### src/rtl/spi_slave_fullduplex.sv
// Mode-0 SPI slave, MSB first, oversampled in the clk domain. rx_data/tx_data are parallel words.
// Optional build macro SPI_SLV_OVERRUN_EN adds the sticky rx_overrun flag output.
module spi_slave_fullduplex #(
  parameter int WIDTH       = 8,
  parameter int SYNC_STAGES = 2
) (
  input  logic             clk,
  input  logic             rst_n,
  input  logic             sclk,
  input  logic             cs,
  input  logic             mosi,
  output logic             miso,
  input  logic [WIDTH-1:0] tx_data,
  input  logic             tx_load,
  output logic             tx_ready,
  output logic [WIDTH-1:0] rx_data,
  output logic             rx_valid,
  input  logic             rx_ack,
`ifdef SPI_SLV_OVERRUN_EN
  output logic             rx_overrun,
`endif
  output logic             busy
);

  localparam int CNT_W = (WIDTH > 2) ? $clog2(WIDTH) : 1;

  typedef enum logic {IDLE, SHIFT} state_t;

  // Input synchronisers (p0) and one-cycle-delayed copies for edge detection (p1)
  logic [SYNC_STAGES-1:0] sclk_p0;
  logic [SYNC_STAGES-1:0] cs_p0;
  logic [SYNC_STAGES-1:0] mosi_p0;
  logic                   sclk_p1;
  logic                   cs_p1;

  always_ff @(posedge clk or negedge rst_n) begin
    if (!rst_n) begin
      sclk_p0 <= '0;
      cs_p0   <= '1;
      mosi_p0 <= '0;
      sclk_p1 <= 1'b0;
      cs_p1   <= 1'b1;
    end else begin
      sclk_p0 <= {sclk_p0[SYNC_STAGES-2:0], sclk};
      cs_p0   <= {cs_p0[SYNC_STAGES-2:0], cs};
      mosi_p0 <= {mosi_p0[SYNC_STAGES-2:0], mosi};
      sclk_p1 <= sclk_p0[SYNC_STAGES-1];
      cs_p1   <= cs_p0[SYNC_STAGES-1];
    end
  end

  logic sclk_s;
  logic cs_s;
  logic mosi_s;
  logic sclk_fall;
  logic cs_fall;
  logic cs_rise;

  assign sclk_s    = sclk_p0[SYNC_STAGES-1];
  assign cs_s      = cs_p0[SYNC_STAGES-1];
  assign mosi_s    = mosi_p0[SYNC_STAGES-1];
  assign sclk_fall = sclk_p1 & ~sclk_s;
  assign cs_fall   = cs_p1 & ~cs_s;
  assign cs_rise   = ~cs_p1 & cs_s;

  state_t           state;
  state_t           state_nxt;
  logic [CNT_W-1:0] bit_cnt;
  logic [CNT_W-1:0] bit_cnt_nxt;
  logic [WIDTH-1:0] rx_shift;
  logic [WIDTH-1:0] rx_shift_nxt;
  logic [WIDTH-1:0] tx_shift;
  logic [WIDTH-1:0] tx_shift_nxt;
  logic [WIDTH-1:0] hold;
  logic [WIDTH-1:0] hold_nxt;
  logic             tx_ready_nxt;
  logic [WIDTH-1:0] rx_data_nxt;
  logic             rx_valid_nxt;
  logic             reload;
  logic             complete;
  logic [WIDTH-1:0] rx_word;

  assign rx_word = {rx_shift[WIDTH-2:0], mosi_s};

  always_comb begin
    state_nxt    = state;
    bit_cnt_nxt  = bit_cnt;
    rx_shift_nxt = rx_shift;
    tx_shift_nxt = tx_shift;
    hold_nxt     = hold;
    tx_ready_nxt = tx_ready;
    rx_data_nxt  = rx_data;
    rx_valid_nxt = rx_valid;
    reload       = 1'b0;
    complete     = 1'b0;

    case (state)
      IDLE: begin
        if (cs_fall) begin
          state_nxt   = SHIFT;
          bit_cnt_nxt = '0;
          reload      = 1'b1;
        end
      end
      SHIFT: begin
        if (sclk_fall) begin
          rx_shift_nxt = rx_word;
          if (bit_cnt == CNT_W'(WIDTH - 1)) begin
            rx_data_nxt = rx_word;
            complete    = 1'b1;
            bit_cnt_nxt = '0;
            reload      = 1'b1;
          end else begin
            bit_cnt_nxt  = bit_cnt + 1'b1;
            tx_shift_nxt = {tx_shift[WIDTH-2:0], 1'b0};
          end
        end
        // A partial word is simply dropped: the counter restarts on the next frame
        if (cs_rise) begin
          state_nxt   = IDLE;
          bit_cnt_nxt = '0;
        end
      end
      default: state_nxt = IDLE;
    endcase

    // Reload consumes the current holding contents; a same-cycle tx_load stays pending
    if (reload) begin
      tx_shift_nxt = tx_ready ? '0 : hold;
      tx_ready_nxt = 1'b1;
    end
    if (tx_load) begin
      hold_nxt     = tx_data;
      tx_ready_nxt = 1'b0;
    end

    if (rx_ack)   rx_valid_nxt = 1'b0;
    if (complete) rx_valid_nxt = 1'b1;
  end

  // Frame state and datapath registers
  always_ff @(posedge clk or negedge rst_n) begin
    if (!rst_n) begin
      state    <= IDLE;
      bit_cnt  <= '0;
      rx_shift <= '0;
      tx_shift <= '0;
      hold     <= '0;
      tx_ready <= 1'b1;
      rx_data  <= '0;
      rx_valid <= 1'b0;
    end else begin
      state    <= state_nxt;
      bit_cnt  <= bit_cnt_nxt;
      rx_shift <= rx_shift_nxt;
      tx_shift <= tx_shift_nxt;
      hold     <= hold_nxt;
      tx_ready <= tx_ready_nxt;
      rx_data  <= rx_data_nxt;
      rx_valid <= rx_valid_nxt;
    end
  end

`ifdef SPI_SLV_OVERRUN_EN
  always_ff @(posedge clk or negedge rst_n) begin
    if (!rst_n) begin
      rx_overrun <= 1'b0;
    end else if (complete && rx_valid && !rx_ack) begin
      rx_overrun <= 1'b1;
    end else if (rx_ack) begin
      rx_overrun <= 1'b0;
    end
  end
`endif

  assign busy = (state == SHIFT);
  assign miso = (state == SHIFT) & tx_shift[WIDTH-1];

endmodule

### config.mk
export PLATFORM = sky130hd
export DESIGN_NAME = spi_slave_fullduplex
export DESIGN_NICKNAME = d
export VERILOG_FILES = /design/src/rtl/spi_slave_fullduplex.sv
export SDC_FILE = /design/constraint.sdc
export NUM_CORES = 1
export LEC_CHECK = 0
export BUFFER_PORTS_ARGS = -buffer_cell sky130_fd_sc_hd__buf_4
export CAP_MARGIN = 20
export CORE_ASPECT_RATIO = 0.6
export CORE_MARGIN = 1.5
export CORE_UTILIZATION = 43
export DETAILED_ROUTE_END_ITERATION = 8
export PLACE_DENSITY = 0.72
export SLEW_MARGIN = 25
export SYNTH_ARGS = -nofsm -noshare
export SYNTH_HDL_FRONTEND = slang
export SYNTH_SLANG_ARGS = --single-unit
### constraint.sdc
create_clock -name clk -period 2.1 [get_ports clk]
set_clock_uncertainty 0.05 [all_clocks]
set_input_delay 0.63 -clock clk [delete_from_list [all_inputs] [get_ports clk]]
set_output_delay 0.63 -clock clk [all_outputs]
set_load 0.01 [all_outputs]
==> results.md, run 1 <==
Status
- finished clean — result of the run

GRT
- 46 — pin count of the biggest net entering global routing
- 0 — initial antenna violation count
- 1175 — vias in the first global route
- 5.56 mm — global-route wire length before repair
- 15.7% — total global-route track usage
- 0 — total global routing overflow

Detailed routing
- 12.4 um — average routed wire per standard cell
- 56 — violation count after the first detailed-route iteration
- 1279 — routed via count
- 4.83 — number of vias per cell after detailed routing
- 0 — remaining antenna violation count after routing
- 3.28 mm — overall routed net length
- 0 — Post-route DRC
- 4 — number of iterations in the first detailed-routing pass

Min path
- in -> async — path category of the worst min-delay check

Power and ir drop
- 1.10 nW — Static Leak
- 0.00195 W — overall power consumption
- 0.391 mV — Peak supply drop
- 873 nW/um2 — cell area power density

Die
- 27 — Top Ports
- 89.2 um — overall die width
- 4190 um2 — Std-Cell Core Area
- 54.7 um — floorplan die height
- 18 — row count
- 45.8% — initial standard-cell utilization of the core
- 4880 um2 — area enclosed by the die boundary

Synthesis
- 0 — Yosys warnings
- 10.8 um2 — Mean Syn Cell Area
- dfrtp_1 — cell taking the most area after synthesis
- 59.0% — portion of the post-synthesis area used by sequential elements
- 53.5% — top-area cell type share of the netlist area
- 30 — library cells used by synthesis
- 1920 um2 — Syn Std Cell Area
- dfrtp_1 (54%), nand2_1 (9.0%), dfstp_2 (5.5%) — dominant cells by area after synthesis
- 178 — gate count of the mapped netlist
- 196 — post-synth net total
- 45 — flop and latch count out of synthesis

Critical path
- flip-flop — launching element type of the critical path
- reg -> reg — Setup Crit Path Kind
- 17 — critical-path maximum fanout
- 2.01 ns — Arr. time, crit path
- 2.26 ns — Worst EP required
- flip-flop — kind of end point of the critical path

Final layout
- 0 — Antenna diodes
- 222 — number of nets in the finished design
- 1130 um2 — total area of sequential cells
- 16.6% — area added between synthesis and finish
- 24.4% — fraction of final layout cells with drive strength greater than 1
- 403 — filler cell count in the final layout
- 689 um2 — area used by multi-input combinational logic

Clock network
- 45 — number of sinks on the clock net
- 0.29 ns — worst-skew pair later-pin latency
- 2 — count of H-tree levels built during CTS
- 0.09 ns — clock slew at reported path FFs
- 0 — count of hold buffers inserted by post-cts repair
- 2 — Max Root-Sink Buffers
- clkbuf_8 — Root Buffer Master
- done — TritonCTS clock tree
- 0 — number of post-CTS setup repair buffers
- 5 — CTS Buf Count
- 0 — PostCTS Resize Cnt

Timing
- no — setup repair after global routing missed its margin
- 62.6% — headroom to the max-slew limit
- 0 — final hold violation count
- 0 — final setup vio count
- 542 MHz — highest achievable clock rate
- 0 ns — total negative slack for setup checks
- 1.85 ns — final critical path time including I/O delays and setup
- 0 — final slew viol count
- 87.9% — period utilization
- 0.561 ns — pin slew with the least headroom to its limit

Placed design
- 26 — I/O Buffers
- 0.825 — gp weighted congestion
- 2.19 mm — sum of net half-perimeters after detailed placement

Run
- 0 — max-cap violations

-- power by group --
| group | internal [W] | switching (W) |
|---|---|---|
| Clock | 0.000353 | 0.000283 |
| Combinational | 0.000127 | 0.000121 |
| Sequential | 0.000987 | 0.0000810 |
| Total | 0.00147 | 0.000485 |
-- stage by stage --
stage | cells | util, % | hold WS [ns] | setup WS [ns] | cell area (um2)
finish | 265 | 53.4 | 0.263 | 0.254 | 2240
floorplan | 178 | - | 0.281 | 0.512 | 1920
global route | 265 | 53.4 | 0.306 | 0.0674 | 2240
detailed placement | 257 | 50.8 | 0.286 | 0.255 | 2130
global placement | 257 | 50.8 | 0.284 | 0.362 | 2130
CTS | 265 | 53.4 | 0.291 | 0.248 | 2240
-- kinds of logic after synthesis --
family	share of synthesized area (%)
DFF	59.0
and+or+nand+nor	22.5
AOI/OAI and AO/OA	6.85
adders and majority gates	2.48
muxes	4.11
buffers and inverters	5.03
-- path summary, 6_finish.rpt --
check                           start     endpoint  slack [ns]  depth (start not counted)
max in group asynchronous       rst_n     cs_p0[1]        1.33                          1
hold reg to reg            sclk_p0[0]   sclk_p0[1]        0.29                          0
setup / recovery           bit_cnt[0]  tx_shift[1]        0.25                          5
min in group clk           sclk_p0[0]   sclk_p0[1]        0.29                          0
setup reg to reg           bit_cnt[0]  tx_shift[1]        0.25                          5
hold / removal                  rst_n   rx_data[4]        0.26                          1
-- per-layer routing --
metal  global-route usage, %  vias up  share of wire [%]
met1                    23.1      591                 55
met2                    21.2       32                 39
met5                       0        -                  0
li1                        -      651                  -
met4                    6.15        0               0.92
met3                    4.98        5                5.0
-- final cells by class --
cell class / instances / share of cell area, %
clock buffers: 6 / 3.25
clock inverters: 2 / 1.57
inverters: 6 / 1.01
multi-input cells: 118 / 30.8
flip-flops and latches: 45 / 50.6
well taps: 60 / 3.36
repair buffers: 28 / 9.40
-- state kept, by name (all words and copies together) (netlist names), 2 cells and up --
name and count:
sclk_p0 2, mosi_p0 2, rx_data 8, tx_shift 8, cs_p0 2, bit_cnt 3, rx_shift 7, hold 8
-- layout by cell type, fill, tap and decap left out, types with 6 or more instances in the layout --
cell type | synthesis | routed
nor2b_1 | 8 | 8
mux2_2 | 7 | 7
dfrtp_1 | 41 | 41
a31oi_1 | 7 | 7
inv_1 | 6 | 6
nor3_1 | 8 | 8
o21ai_0 | 9 | 9
buf_4 | 2 | 28
nand3_1 | 8 | 8
nand2_1 | 46 | 46
-- worst max-delay path, cell delays in order (launching register included) --
cell and delay (ns):
dfrtp_1 0.38, ha_1 0.19, ha_1 0.19, and4b_1 0.56, o21ai_0 0.18, a31oi_1 0.20
-- synthesized netlist by cell type --
cell type	n
nand4b_2	1
o21ai_0	9
buf_6	4
or3b_1	1
nand3_1	8
a21boi_1	1
nand3b_1	1
buf_2	2
nand2b_1	2
maj3_1	1
dfrtp_1	41
nor2b_1	8
nor3_1	8
a31oi_1	7
mux2_2	7
nor3b_4	1
and2_1	1
o31ai_2	1
buf_4	2
inv_1	6
nand4_1	3
dfstp_2	4
nor2_1	3
and4b_1	1
ha_1	3
nand2_4	1
o31ai_1	3
nand2_1	46
and3b_1	1
clkbuf_1	1
Power figures use the tool's default switching activity.
==> run 2: changes to the inputs <==
--- a/config.mk
+++ b/config.mk
@@ -8,7 +8,7 @@
 export BUFFER_PORTS_ARGS = -buffer_cell sky130_fd_sc_hd__buf_4
 export CAP_MARGIN = 20
 export CORE_ASPECT_RATIO = 0.6
-export CORE_MARGIN = 1.5
+export CORE_MARGIN = 2
 export CORE_UTILIZATION = 43
 export DETAILED_ROUTE_END_ITERATION = 8
 export PLACE_DENSITY = 0.72
==> run 2 against run 1 <==
- register-to-register slack better by 0.11 ns
- utilization shrank 0.57 points
- clock power down 20%
- count of clock-buffer cells in the layout stayed put
- cell area fell by 1.1%
- critical path depth decreased by 3
- routed wire length is 6.6% higher
- power down 5.9%
- die area rose by 3.0%
- critical endpoint is now busy
==> results.md, run 2 (same netlist as run 1, synthesis figures left out) <==
Die
- 18 — row count
- 5030 um2 — area enclosed by the die boundary
- 27 — Top Ports
- 45.8% — initial standard-cell utilization of the core
- 90.2 um — overall die width
- 4190 um2 — Std-Cell Core Area
- 55.7 um — floorplan die height

Detailed routing
- 54 — violation count after the first detailed-route iteration
- 0 — Post-route DRC
- 3.49 mm — overall routed net length
- 13.2 um — average routed wire per standard cell
- 1347 — routed via count
- 0 — remaining antenna violation count after routing
- 5.08 — number of vias per cell after detailed routing
- 4 — number of iterations in the first detailed-routing pass

Placed design
- 2130 um2 — placement-stage cell area
- 2.36 mm — sum of net half-perimeters after detailed placement
- 26 — I/O Buffers
- 257 — Placed Instances
- 0.812 — gp weighted congestion

Critical path
- bit_cnt[0] — Crit Reg-Reg Startpoint
- reg -> out — Setup Crit Path Kind
- output pin — kind of end point of the critical path
- 1.14 ns — Arr. time, crit path
- 1.42 ns — Worst EP required
- busy — launching instance or port of the critical path
- 7 — critical-path maximum fanout
- busy — timing endpoint of the critical path
- tx_shift[6] — worst reg2reg path endpoint
- 5 — depth of the worst register-to-register path
- 0.36 ns — internal reg-to-reg setup slack
- flip-flop — launching element type of the critical path

Clock network
- 45 — number of sinks on the clock net
- 2 — count of H-tree levels built during CTS
- done — TritonCTS clock tree
- 5 — CTS Buf Count
- 2 — Max Root-Sink Buffers
- clkbuf_8 — Root Buffer Master
- 0.08 ns — clock slew at reported path FFs
- 0 — number of post-CTS setup repair buffers
- 0.29 ns — worst-skew pair later-pin latency

Final layout
- 24.9% — fraction of final layout cells with drive strength greater than 1
- 265 — Final Non-Filler Cells
- hold: 8 flops, rx_data: 8 flops, tx_shift: 8 flops — largest registers ranked by flip-flop count
- nand2_1 — most common cell after layout, fill and taps aside
- 222 — number of nets in the finished design
- 52.8% — Final Core Density
- nand2_1 (46), dfrtp_1 (41), buf_4 (28) — leading cell types in the layout, fill and taps excluded
- 0 — Antenna diodes
- 15.4% — area added between synthesis and finish
- 2210 um2 — post-route standard cell area excluding fillers
- 396 — filler cell count in the final layout

Power and ir drop
- 1.09 nW — Static Leak
- 831 nW/um2 — cell area power density
- 0.00184 W — overall power consumption
- 0.337 mV — Peak supply drop

Timing
- 0 ns — total negative slack for setup checks
- 1.82 ns — final critical path time including I/O delays and setup
- no — setup repair after global routing missed its margin
- 0 — final slew viol count
- 0 — final setup vio count
- 62.3% — headroom to the max-slew limit
- 0.565 ns — pin slew with the least headroom to its limit
- 0 — final hold violation count
- 550 MHz — highest achievable clock rate
- 86.5% — period utilization

Status
- finished clean — result of the run

GRT
- 0 — total global routing overflow
- 0 — initial antenna violation count
- 46 — pin count of the biggest net entering global routing
- 5.89 mm — global-route wire length before repair
- 14.9% — total global-route track usage
- 1305 — vias in the first global route

Min path
- in -> async — path category of the worst min-delay check

Run
- 0 — max-cap violations

run 2: changes by cell type in the layout (fill, tap and decap cells not counted):
cell       before  now
and4b_1         1    0
and4b_2         0    1
bufinv_16       1    0
clkinv_2        1    2
run 2: worst min path at each step:
stage | from | slack [ns] | end | depth (start not counted)
detailed placement | sclk_p0[0] | 0.29 | sclk_p0[1] | 0
CTS | rst_n | 0.29 | rx_data[7] | 1
global placement | sclk_p0[0] | 0.28 | sclk_p0[1] | 0
floorplan | rst_n | 0.28 | bit_cnt[0] | 0
finish | rst_n | 0.27 | rx_data[7] | 1
global route | cs_p0[0] | 0.31 | cs_p0[1] | 0
run 2: power by group:
group          total, W  leakage [nW]  switching (W)  internal (W)
Clock          0.000511        0.0450       0.000281      0.000231
Sequential      0.00107         0.555      0.0000803      0.000987
Combinational  0.000259         0.489       0.000132      0.000128
Total           0.00184          1.09       0.000493       0.00135
run 2: critical path, stage by stage (launching register included):
cell,delay (ns)
dfrtp_1,0.52
buf_4,0.21
buf_4,0.12
run 2: layout make-up:
type	instances	area, um2	area share [%]
Sequential cell	45	1130	51.1
Timing Repair Buffer	28	210	9.50
Tap cell	60	75.1	3.39
Clock inverter	2	10.0	0.452
Clock buffer	6	72.6	3.28
Multi-Input combinational cell	118	691	31.2
Inverter	6	22.5	1.02
run 2: per-stage QoR:
step | setup WS (ns) | hold WS, ns
6_report | 0.283 | 0.273
5_1_grt | 0.201 | 0.312
3_5_place_dp | 0.177 | 0.286
2_1_floorplan | 0.512 | 0.281
4_1_cts | 0.166 | 0.290
3_3_place_gp | 0.353 | 0.284
run 2: what timing repair did:
action	CTS	global route
gates resized for setup	0	1
hold buffers	0	0
endpoints found under the hold margin	0	0
endpoints found under the setup margin	0	1
run 2: per-layer routing:
metal  GRT usage [%]  up-vias  share of wire (%)
li1                -      650                  -
met1            20.0      640                 50
met2            22.1       50                 41
met3            4.74        7                6.9
met4            7.03        0                1.6
met5               0        -                  0
==> run 3: changes to the inputs <==
--- a/config.mk
+++ b/config.mk
@@ -11,7 +11,7 @@
 export CORE_MARGIN = 2
 export CORE_UTILIZATION = 43
 export DETAILED_ROUTE_END_ITERATION = 8
-export PLACE_DENSITY = 0.72
+export PLACE_DENSITY = 0.62
 export SLEW_MARGIN = 25
 export SYNTH_ARGS = -nofsm -noshare
 export SYNTH_HDL_FRONTEND = slang
==> run 3 against run 2 <==
- sequential share of layout area is 0.40 points lower
- count of clock-buffer cells in the layout stayed put
- hold slack improved by 0.0019 ns
- clock power is 24% higher
- setup slack worse by 0.11 ns
- first-iteration DRC count grew 13%
- cell area grew 0.79%
- global-route usage up 0.80 points
- largest power group unchanged
==> results.md, run 3 (same netlist as run 1, synthesis figures left out) <==
Detailed routing
- 4.92 — number of vias per cell after detailed routing
- 13.3 um — average routed wire per standard cell
- 61 — violation count after the first detailed-route iteration
- 0 — remaining antenna violation count after routing
- 4 — number of iterations in the first detailed-routing pass
- 1298 — routed via count
- 3.51 mm — overall routed net length
- 0 — Post-route DRC

Timing
- 0 — final hold violation count
- 0.613 ns — pin slew with the least headroom to its limit
- 0 — final setup vio count
- 0 ns — total negative slack for setup checks
- 91.8% — period utilization
- 59.1% — headroom to the max-slew limit
- 1.93 ns — final critical path time including I/O delays and setup
- no — setup repair after global routing missed its margin
- 0 — final slew viol count
- 519 MHz — highest achievable clock rate

Final layout
- 0 — Antenna diodes
- 401 — filler cell count in the final layout
- 221 — number of nets in the finished design
- 16.3% — area added between synthesis and finish
- 24.5% — fraction of final layout cells with drive strength greater than 1
- nand2_1 — most common cell after layout, fill and taps aside
- nand2_1 (46), dfrtp_1 (41), buf_4 (27) — leading cell types in the layout, fill and taps excluded
- hold: 8 flops, rx_data: 8 flops, tx_shift: 8 flops — largest registers ranked by flip-flop count

Clock network
- 2 — Max Root-Sink Buffers
- 2 — count of H-tree levels built during CTS
- 0 — count of hold buffers inserted by post-cts repair
- 0 — number of post-CTS setup repair buffers
- done — TritonCTS clock tree
- 0.08 ns — clock slew at reported path FFs
- 5 — CTS Buf Count
- 0.29 ns — worst-skew pair later-pin latency
- 45 — number of sinks on the clock net
- clkbuf_8 — Root Buffer Master

Die
- 4190 um2 — Std-Cell Core Area
- 55.7 um — floorplan die height
- 18 — row count
- 27 — Top Ports
- 90.2 um — overall die width
- 5030 um2 — area enclosed by the die boundary
- 45.8% — initial standard-cell utilization of the core

GRT
- 1307 — vias in the first global route
- 6.22 mm — global-route wire length before repair
- 0 — initial antenna violation count
- 0 — total global routing overflow
- 46 — pin count of the biggest net entering global routing
- 15.7% — total global-route track usage

Critical path
- reg -> out — Setup Crit Path Kind
- 1 — Buffers & Inverters on Critical Path
- flip-flops — critical path's top delay family
- 13 — critical-path maximum fanout
- and2_1, buf_4 — sequence of cells on the critical path
- 1.42 ns — Worst EP required
- 1.25 ns — Arr. time, crit path
- 0.62 ns — biggest cell delay along the critical path
- dfrtp_1 — Critical Path Slowest Stage Cell
- flip-flop — launching element type of the critical path
- output pin — kind of end point of the critical path

Power and ir drop
- 878 nW/um2 — cell area power density
- 1.09 nW — Static Leak
- 0.00196 W — overall power consumption
- 0.463 mV — Peak supply drop

Run
- 0 — max-cap violations

Min path
- in -> async — path category of the worst min-delay check

Placed design
- 0.703 — gp weighted congestion
- 2.40 mm — sum of net half-perimeters after detailed placement
- 26 — I/O Buffers

Status
- finished clean — result of the run

-- run 3: cell count changes in the layout (fill, tap and decap cells not counted), sizes merged --
cell    before  now
bufinv       0    1
clkinv       2    1
buf         28   27
-- run 3: timing repair --
item	in CTS	in global routing
setup endpoints to repair	0	1
hold endpoints to repair	0	0
resized for setup	0	1
-- run 3: power by group --
part | internal [W] | total (W) | switching [W] | leakage (nW)
clock network | 0.000353 | 0.000632 | 0.000279 | 0.0552
logic | 0.000125 | 0.000252 | 0.000127 | 0.484
registers | 0.000987 | 0.00107 | 0.0000852 | 0.555
-- run 3: worst reg2reg max path: stages, from the launching register on --
cell and delay (ns):
dfrtp_1 0.42, ha_1 0.23, ha_1 0.20, and4b_2 0.36, o21ai_0 0.24, a31oi_1 0.12
-- run 3: layout make-up --
cell class                      instances  area [um2]  area share [%]
Timing Repair Buffer                   27         203            9.09
Inverter                                6        22.5            1.01
Clock inverter                          2        35.0            1.57
Clock buffer                            6        72.6            3.25
Sequential cell                        45        1130            50.7
Tap cell                               60        75.1            3.37
Multi-Input combinational cell        118         691            31.0
-- run 3: per-layer routing --
metal	vias up	wire length [um]	part of all wire [%]	track usage [%]
met5	-	0	0	0
met3	4	138	3.9	4.07
li1	648	-	-	-
met4	0	32	0.91	6.37
met2	30	1510	43	22.9
met1	616	1830	52	22.5
-- run 3: final timing paths --
kind                       startpoint     endpoint  slack, ns  depth (start not counted)
hold / removal                  rst_n   sclk_p0[0]       0.27                          1
setup / recovery                 busy         miso       0.17                          2
min in group clk           sclk_p0[0]   sclk_p0[1]       0.30                          0
setup reg to reg           bit_cnt[0]  tx_shift[2]       0.36                          5
hold reg to reg            sclk_p0[0]   sclk_p0[1]       0.30                          0
max in group asynchronous       rst_n      hold[4]       1.34                          1
-- run 3: stage by stage --
step	instance area [um2]	hold WS, ns	util (%)	instances	setup WS (ns)
2_1_floorplan	1920	0.281	-	178	0.512
3_3_place_gp	2120	0.282	50.6	256	0.355
3_5_place_dp	2120	0.286	50.6	256	0.181
4_1_cts	2230	0.293	53.2	264	0.159
5_1_grt	2230	0.315	53.2	264	0.0479
6_report	2230	0.275	53.2	264	0.173
